--- config.mk ---
export PLATFORM = sky130hd
export DESIGN_NAME = ccff_loader_flat
export DESIGN_NICKNAME = d
export VERILOG_FILES = /design/src/rtl/fpga_cfg_pkg.sv /design/src/rtl/ccff_loader_if.sv /design/src/rtl/ccff_crc8.sv /design/src/rtl/ccff_loader.sv /design/src/flat_wrapper.sv
export SDC_FILE = /design/constraint.sdc
export NUM_CORES = 1
export LEC_CHECK = 0
export ABC_CLOCK_PERIOD_IN_PS = 2200
export BUFFER_PORTS_ARGS = -buffer_cell sky130_fd_sc_hd__buf_2
export CAP_MARGIN = 5
export CORE_MARGIN = 8
export CORE_UTILIZATION = 45
export CTS_BUF_LIST = sky130_fd_sc_hd__clkbuf_8
export DETAILED_ROUTE_END_ITERATION = 7
export GPL_TIMING_DRIVEN = 0
export MAX_ROUTING_LAYER = met4
export PLACE_DENSITY = 0.65
export SLEW_MARGIN = 20
export SYNTH_ARGS = -nofsm -noshare
export SYNTH_HDL_FRONTEND = slang
export SYNTH_SLANG_ARGS = --single-unit
--- constraint.sdc ---
create_clock -name prog_clk -period 2.2 [get_ports prog_clk]
set_clock_uncertainty 0.15 [all_clocks]
set_input_delay 0.33 -clock prog_clk [delete_from_list [all_inputs] [get_ports prog_clk]]
set_output_delay 0.33 -clock prog_clk [all_outputs]
set_load 0.05 [all_outputs]
--- src/rtl/fpga_cfg_pkg.sv ---
// Shared definitions for the configuration-chain loader.
//   state_e     : loader FSM states (CHECK is only entered when readback is built in)
//   CRC8_POLY   : CRC-8 polynomial x^8 + x^2 + x + 1
//   CRC8_INIT   : CRC-8 start value
//   cnt_width() : width of an unsigned counter that holds 0..n
//   crc8_step() : one serial CRC-8 update, MSB-first
package fpga_cfg_pkg;

    typedef enum logic [2:0] {
        IDLE  = 3'd0,
        FETCH = 3'd1,
        SHIFT = 3'd2,
        CHECK = 3'd3,
        FIN   = 3'd4
    } state_e;

    localparam logic [7:0] CRC8_POLY = 8'h07;
    localparam logic [7:0] CRC8_INIT = 8'h00;

    function automatic int cnt_width(input int n);
        return $clog2(n + 1);
    endfunction

    function automatic logic [7:0] crc8_step(input logic [7:0] crc, input logic din);
        logic fb;
        fb = crc[7] ^ din;
        return {crc[6:0], 1'b0} ^ (fb ? CRC8_POLY : 8'h00);
    endfunction

endpackage

--- src/rtl/ccff_loader_if.sv ---
// Bitstream word handshake into the loader.
//   cfg_data  : bitstream word, bit [WORD_W-1] shifted first
//   cfg_valid : driven by the master, cfg_data is valid
//   cfg_ready : driven by the loader, a word can be accepted
// Handshake: a word is transferred on every clock edge where cfg_valid and
// cfg_ready are both high; the master holds cfg_data stable while cfg_valid
// is high and not yet accepted; cfg_ready never depends on cfg_valid.
interface ccff_loader_if #(
    parameter int WORD_W = 8
);
    logic [WORD_W-1:0] cfg_data;
    logic              cfg_valid;
    logic              cfg_ready;

    modport master (output cfg_data, output cfg_valid, input cfg_ready);
    modport slave  (input cfg_data, input cfg_valid, output cfg_ready);
endinterface

--- src/rtl/ccff_crc8.sv ---
// Serial CRC-8 register (poly 0x07), one bit per enabled clock.
//   clk, rst_n : clock and asynchronous active-low reset
//   clr        : reload the init value (wins over en)
//   en         : fold din into the CRC
//   din        : serial data bit
//   crc        : current CRC value
module ccff_crc8
    import fpga_cfg_pkg::*;
(
    input  logic       clk,
    input  logic       rst_n,
    input  logic       clr,
    input  logic       en,
    input  logic       din,
    output logic [7:0] crc
);
    always_ff @(posedge clk or negedge rst_n) begin
        if (!rst_n) begin
            crc <= CRC8_INIT;
        end else if (clr) begin
            crc <= CRC8_INIT;
        end else if (en) begin
            crc <= crc8_step(crc, din);
        end
    end
endmodule

--- src/rtl/ccff_loader.sv ---
// Configuration-chain writer: accepts bitstream words on cfg and serializes
// them MSB-first onto ccff_head with one ccff_shift_en pulse per bit.
//   prog_clk, prog_rst_n : clock, asynchronous active-low reset
//   start                : one-cycle pulse beginning a load (ignored while busy)
//   cfg                  : word handshake (slave side)
//   ccff_head            : serial data into the chain
//   ccff_shift_en        : chain shifts on the prog_clk edge where this is high
//   ccff_tail            : serial data out of the chain (readback only)
//   busy, done, err      : load in progress, completion pulse, sticky error
//   state_dbg            : current FSM state
// Optional: CCFF_READBACK_EN adds a CHECK pass that recirculates the chain
// once through ccff_tail and compares CRC-8 of written and read bits.
module ccff_loader
    import fpga_cfg_pkg::*;
#(
    parameter int CHAIN_LEN = 32,
    parameter int WORD_W    = 8
) (
    input  logic          prog_clk,
    input  logic          prog_rst_n,
    input  logic          start,
    ccff_loader_if.slave  cfg,
    output logic          ccff_head,
    output logic          ccff_shift_en,
    input  logic          ccff_tail,
    output logic          busy,
    output logic          done,
    output logic          err,
    output state_e        state_dbg
);
    localparam int CNT_W = cnt_width(CHAIN_LEN);
    localparam int BIT_W = cnt_width(WORD_W);

    state_e            state, state_next;
    logic [CNT_W-1:0]  bits_left;
    logic [BIT_W-1:0]  bit_idx;
    logic [WORD_W-1:0] shreg;
    logic              head_q;
    logic              en_q;
    logic              last_bit;
    logic              word_end;

    // The bit on ccff_head this cycle is the last of the chain / of the word.
    assign last_bit = (bits_left == CNT_W'(1));
    assign word_end = (bit_idx == BIT_W'(WORD_W - 1)) || last_bit;

    always_ff @(posedge prog_clk or negedge prog_rst_n) begin
        if (!prog_rst_n) state <= IDLE;
        else             state <= state_next;
    end

    always_comb begin
        state_next = state;
        case (state)
            IDLE:  if (start) state_next = FETCH;
            FETCH: if (cfg.cfg_valid) state_next = SHIFT;
            SHIFT: begin
                if (word_end) begin
                    if (last_bit) begin
`ifdef CCFF_READBACK_EN
                        state_next = CHECK;
`else
                        state_next = FIN;
`endif
                    end else begin
                        state_next = FETCH;
                    end
                end
            end
            CHECK: if (last_bit) state_next = FIN;
            FIN:   state_next = IDLE;
            default: state_next = IDLE;
        endcase
    end

    // head_q/en_q are loaded one edge ahead so they line up with the SHIFT
    // cycles: the word's MSB is presented on the edge that captures it.
    always_ff @(posedge prog_clk or negedge prog_rst_n) begin
        if (!prog_rst_n) begin
            bits_left <= '0;
            bit_idx   <= '0;
            shreg     <= '0;
            head_q    <= 1'b0;
            en_q      <= 1'b0;
        end else begin
            case (state)
                IDLE: begin
                    if (start) bits_left <= CNT_W'(CHAIN_LEN);
                end
                FETCH: begin
                    if (cfg.cfg_valid) begin
                        shreg   <= cfg.cfg_data << 1;
                        head_q  <= cfg.cfg_data[WORD_W-1];
                        en_q    <= 1'b1;
                        bit_idx <= '0;
                    end
                end
                SHIFT: begin
                    bits_left <= bits_left - CNT_W'(1);
                    bit_idx   <= bit_idx + BIT_W'(1);
                    if (word_end) begin
                        head_q <= 1'b0;
                        en_q   <= 1'b0;
`ifdef CCFF_READBACK_EN
                        // Reuse the counter to time one full recirculation.
                        if (last_bit) bits_left <= CNT_W'(CHAIN_LEN);
`endif
                    end else begin
                        head_q <= shreg[WORD_W-1];
                        shreg  <= shreg << 1;
                    end
                end
                CHECK: bits_left <= bits_left - CNT_W'(1);
                default: ;
            endcase
        end
    end

    assign cfg.cfg_ready = (state == FETCH);
    assign busy          = (state == FETCH) || (state == SHIFT) || (state == CHECK);
    assign done          = (state == FIN);
    assign state_dbg     = state;

`ifdef CCFF_READBACK_EN
    logic [7:0] crc_tx;
    logic [7:0] crc_rx;
    logic       crc_clr;
    logic       err_q;

    assign crc_clr = (state == IDLE) && start;

    ccff_crc8 u_crc_tx (
        .clk   (prog_clk),
        .rst_n (prog_rst_n),
        .clr   (crc_clr),
        .en    (state == SHIFT),
        .din   (head_q),
        .crc   (crc_tx)
    );

    ccff_crc8 u_crc_rx (
        .clk   (prog_clk),
        .rst_n (prog_rst_n),
        .clr   (crc_clr),
        .en    (state == CHECK),
        .din   (ccff_tail),
        .crc   (crc_rx)
    );

    // Compare against the rx CRC including the final tail bit so err is
    // already valid in the FIN cycle alongside done.
    always_ff @(posedge prog_clk or negedge prog_rst_n) begin
        if (!prog_rst_n) begin
            err_q <= 1'b0;
        end else if (crc_clr) begin
            err_q <= 1'b0;
        end else if ((state == CHECK) && last_bit &&
                     (crc_tx != crc8_step(crc_rx, ccff_tail))) begin
            err_q <= 1'b1;
        end
    end

    // During CHECK the chain output is fed straight back into its input.
    assign ccff_head     = (state == CHECK) ? ccff_tail : head_q;
    assign ccff_shift_en = en_q || (state == CHECK);
    assign err           = err_q;
`else
    logic unused_tail;
    assign unused_tail   = ccff_tail;
    assign ccff_head     = head_q;
    assign ccff_shift_en = en_q;
    assign err           = 1'b0;
`endif

endmodule

--- src/flat_wrapper.sv ---
// flat-port wrapper written by rule: the top's interface ports become plain ports
module ccff_loader_flat import fpga_cfg_pkg::*;
#(
    parameter int CHAIN_LEN = 32,
    parameter int WORD_W    = 8
)
  (prog_clk, prog_rst_n, start, ccff_head, ccff_shift_en, ccff_tail, busy, done, err, state_dbg, cfg_cfg_data, cfg_cfg_valid, cfg_cfg_ready);
  ccff_loader_if #(.WORD_W(WORD_W)) cfg_i ();
  input  logic prog_clk;
  input  logic prog_rst_n;
  input  logic start;
  output logic ccff_head;
  output logic ccff_shift_en;
  input  logic ccff_tail;
  output logic busy;
  output logic done;
  output logic err;
  output state_e state_dbg;
  input wire logic [$bits(cfg_i.cfg_data)-1:0] cfg_cfg_data;
  input wire logic [$bits(cfg_i.cfg_valid)-1:0] cfg_cfg_valid;
  output wire logic [$bits(cfg_i.cfg_ready)-1:0] cfg_cfg_ready;
  assign cfg_i.cfg_data = cfg_cfg_data;
  assign cfg_i.cfg_valid = cfg_cfg_valid;
  assign cfg_cfg_ready = cfg_i.cfg_ready;
  ccff_loader #(.CHAIN_LEN(CHAIN_LEN), .WORD_W(WORD_W)) u_core (.prog_clk(prog_clk), .prog_rst_n(prog_rst_n), .start(start), .cfg(cfg_i), .ccff_head(ccff_head), .ccff_shift_en(ccff_shift_en), .ccff_tail(ccff_tail), .busy(busy), .done(done), .err(err), .state_dbg(state_dbg));
endmodule
==> flow_metrics.env <==
export IMPL_ctsHtreeMaxLevel=1
export IMPL_total_power_mw=2.25
export IMPL_worst_slew_pin_slew_ps=514
export IMPL_cts_tree="built"
export IMPL_vdd_ir_drop_max_mv=0.868
export IMPL_numCtsBuffers=3
export IMPL_async_reset_ff_share_pct=100
export IMPL_clkTransAtPathRegs_ps=80
export IMPL_final_max_slew_viol_count=0
export IMPL_start_kind="flip-flop"
export IMPL_nNetsFinal=148
export IMPL_die_area_um2=4500
export IMPL_io_pins=22
export IMPL_antenna_found_initial=0
export IMPL_crit_family="simple AND/OR/NAND/NOR gates"
export IMPL_dr_total_vias=861
export IMPL_grt_usage_pct=11.6
export IMPL_fin_util_pct=56.2
export IMPL_worstSetupPathType="flip-flop to flip-flop"
export IMPL_arrival_ps=2090
export IMPL_gp_congestion=0.799
export IMPL_crit_path_cell_trace="inv_1, ha_1, or4b_4, o21ai_2, a21bo_1, buf_6, mux2_4"
export IMPL_hp_start="cfg_cfg_data[0]"
export IMPL_critPathSlowestCell="or4b_4"
export IMPL_worstHoldPathCells=2
export IMPL_area_growth_pct=18.7
export IMPL_synth_edff_count=0
export IMPL_multi_input_area_um2=573
export IMPL_grt_max_degree=23
export IMPL_yosysSeqAreaShare_pct=46.9
export IMPL_critPathMaxStageDelay_ps=490
export IMPL_setup_violations=0
export IMPL_r2r_end="u_core.shreg[3]"
export IMPL_initial_core_util_pct=47.4
export IMPL_p_per_area_nw_per_um2=1610
export IMPL_cts_sinks=22
export IMPL_regArea_um2=552
export IMPL_io_buffers=19
export IMPL_stdcell_area_um2=1390
export IMPL_rrSetupSlack_ps=100
export IMPL_critPathBufInv=2
export IMPL_std_cell_rows=18
export IMPL_slew_headroom_pct=65.4
export IMPL_die_x_um=67.1
export IMPL_setup_tns_ps=0
export IMPL_dpl_instance_area_um2=1320
export IMPL_netlist_instances=106
export IMPL_ys_warn_count=0
export IMPL_worstPathRequired_ps=2190
export IMPL_hold_ws_ps=139
export IMPL_grt_setup_unrepaired="false"
export IMPL_period_share_pct=95.5
export IMPL_ant_nets=0
export IMPL_synth_top_flop_cell="dfrtp_1"
export IMPL_hold_end="u_core.shreg[1]"
export IMPL_drc=0
export IMPL_grt_overflow_total=0
export IMPL_worstPathMaxFanout=7
export IMPL_drive_gt1_share_pct=38.9
export IMPL_dr_pass1_iters=4
export IMPL_synthTopCellsByArea="dfrtp_1, mux2_4, mux2_2, o21ai_0, ha_1"
export IMPL_syn_avg_cell_area_um2=11.1
export IMPL_wl_um=2310
export IMPL_r2r_start="u_core.bits_left[1]"
export IMPL_report_final_hold_viol_count=0
export IMPL_reg2reg_depth=7
export IMPL_synth_top_area_share_pct=46.9
export IMPL_syn_area_um2=1170
export IMPL_status="completed"
export IMPL_fmaxAchievable_ghz=0.476
export IMPL_viasPerCell=5.35
export IMPL_synth_cell_type_count=40
export IMPL_post_route_min_period_ps=2100
export IMPL_n_fill_cell=238
export IMPL_core_um2=2480
export IMPL_cap_violations=0
export IMPL_end_kind="flip-flop"
export IMPL_cts_root_buf="clkbuf_8"
export IMPL_yosysTopAreaCell="dfrtp_1"
export IMPL_clk_insertion_delay_late_ps=260
export IMPL_grt_first_pass_wirelength_um=3950
export IMPL_wl_per_cell_um=14.3
export IMPL_cts_path_max_buffers=2
export IMPL_synth_seq_cells=22
export IMPL_die_y_um=67.1
export IMPL_drt_initial_drc_count=33
export IMPL_p_leak_nw=0.650
export IMPL_dp_hpwl_um=1770
export IMPL_syn_nets=122
export IMPL_first_global_vias=855
export IMPL_hold_class="primary input to flip-flop"
export IMPL_n_antenna_cell=0
==> per-stage QoR <==
stage / cells / setup WS [ps]
2_1_floorplan: 106 / 4.04
3_3_place_gp: 155 / 98.5
3_5_place_dp: 155 / 84.4
4_1_cts: 160 / 63.8
5_1_grt: 161 / 9.76
6_report: 161 / 99.5
==> layout by cell type, fill, tap and decap left out, types with 2 or more instances in the layout <==
master / synthesis / routed
a22o_1: 2 / 2
ha_1: 3 / 3
mux2i_1: 3 / 3
clkbuf_8: 0 / 4
nand2b_1: 2 / 2
buf_4: 2 / 4
buf_2: 3 / 21
nand3_1: 4 / 4
nand2_1: 6 / 6
nor2b_1: 2 / 2
inv_1: 4 / 4
o21ai_0: 8 / 8
mux2_4: 6 / 6
nand3b_1: 2 / 2
dfrtp_1: 22 / 21
nor2_1: 5 / 5
mux2_2: 6 / 6
==> synthesized netlist by cell type (2+ instances only) <==
cell type   n
o21ai_0     8
a22o_1      2
buf_4       2
nand3b_1    2
dfrtp_1    22
nor3_1      2
nand2_1     6
inv_1       4
nand2b_1    2
mux2i_1     3
ha_1        3
nand3_1     4
mux2_2      6
buf_2       3
nor2b_1     2
nor3b_1     2
mux2_4      6
nor2_1      5
==> report_power, final <==
part	switching (mW)	total [mW]	leakage (nW)	internal, mW
clock network	0.126	0.285	0.0288	0.159
logic	0.659	1.22	0.356	0.559
registers	0.146	0.745	0.265	0.598
==> cell families after synthesis <==
| kind of cell | after synthesis | synth area share (%) |
|---|---|---|
| buffers and inverters | 11 | 5.12 |
| and+or+nand+nor | 33 | 16.2 |
| DFF | 22 | 46.9 |
| other | 1 | 0.320 |
| muxes | 15 | 16.0 |
| adders and majority gates | 3 | 3.20 |
| AOI/OAI and AO/OA | 21 | 12.3 |
==> registers in the layout, indices dropped and copies added, names as in the netlist <==
signal                cells
u_core.bit_idx            4
u_core.bits_left          6
u_core.ccff_head          1
u_core.ccff_shift_en      1
u_core.shreg              7
u_core.state_dbg          3
==> cell type report <==
| cell class | count | area share (%) |
|---|---|---|
| Inverter | 4 | 1.08 |
| Buffer | 7 | 3.41 |
| Multi-Input combinational cell | 73 | 41.1 |
| Sequential cell | 22 | 39.6 |
| Tap cell | 30 | 2.70 |
| Timing Repair Buffer | 21 | 8.09 |
| Clock buffer | 4 | 3.95 |
==> layer usage <==
layer  vias up  routed length (µm)  global-route usage [%]
met5         -                   0                       -
met4         0                  15                    4.96
met3         2                  63                    2.01
met2        10                1180                    19.0
met1       423                1050                    13.7
li1        426                   -                       -
==> how the worst max path moves through the flow <==
| stage | to | slack (ps) | start | depth (start not counted) |
|---|---|---|---|---|
| floorplan | u_core.shreg[4] | 4 | u_core.state_dbg[2] | 6 |
| global placement | u_core.shreg[7] | 100 | u_core.state_dbg[2] | 6 |
| detailed placement | u_core.shreg[5] | 80 | u_core.state_dbg[2] | 6 |
| CTS | u_core.shreg[5] | 60 | u_core.state_dbg[1] | 7 |
| global route | u_core.bits_left[5] | 10 | u_core.state_dbg[1] | 6 |
| finish | u_core.shreg[3] | 100 | u_core.bits_left[1] | 7 |
==> repair_timing <==
item                                    4_1_cts  5_1_grt
hold endpoints to repair                     22        0
endpoints found under the setup margin        0        5
resized for setup                             0        2
hold buffers                                  1        0
setup buffers                                 0        1
Power figures use the tool's default switching activity.
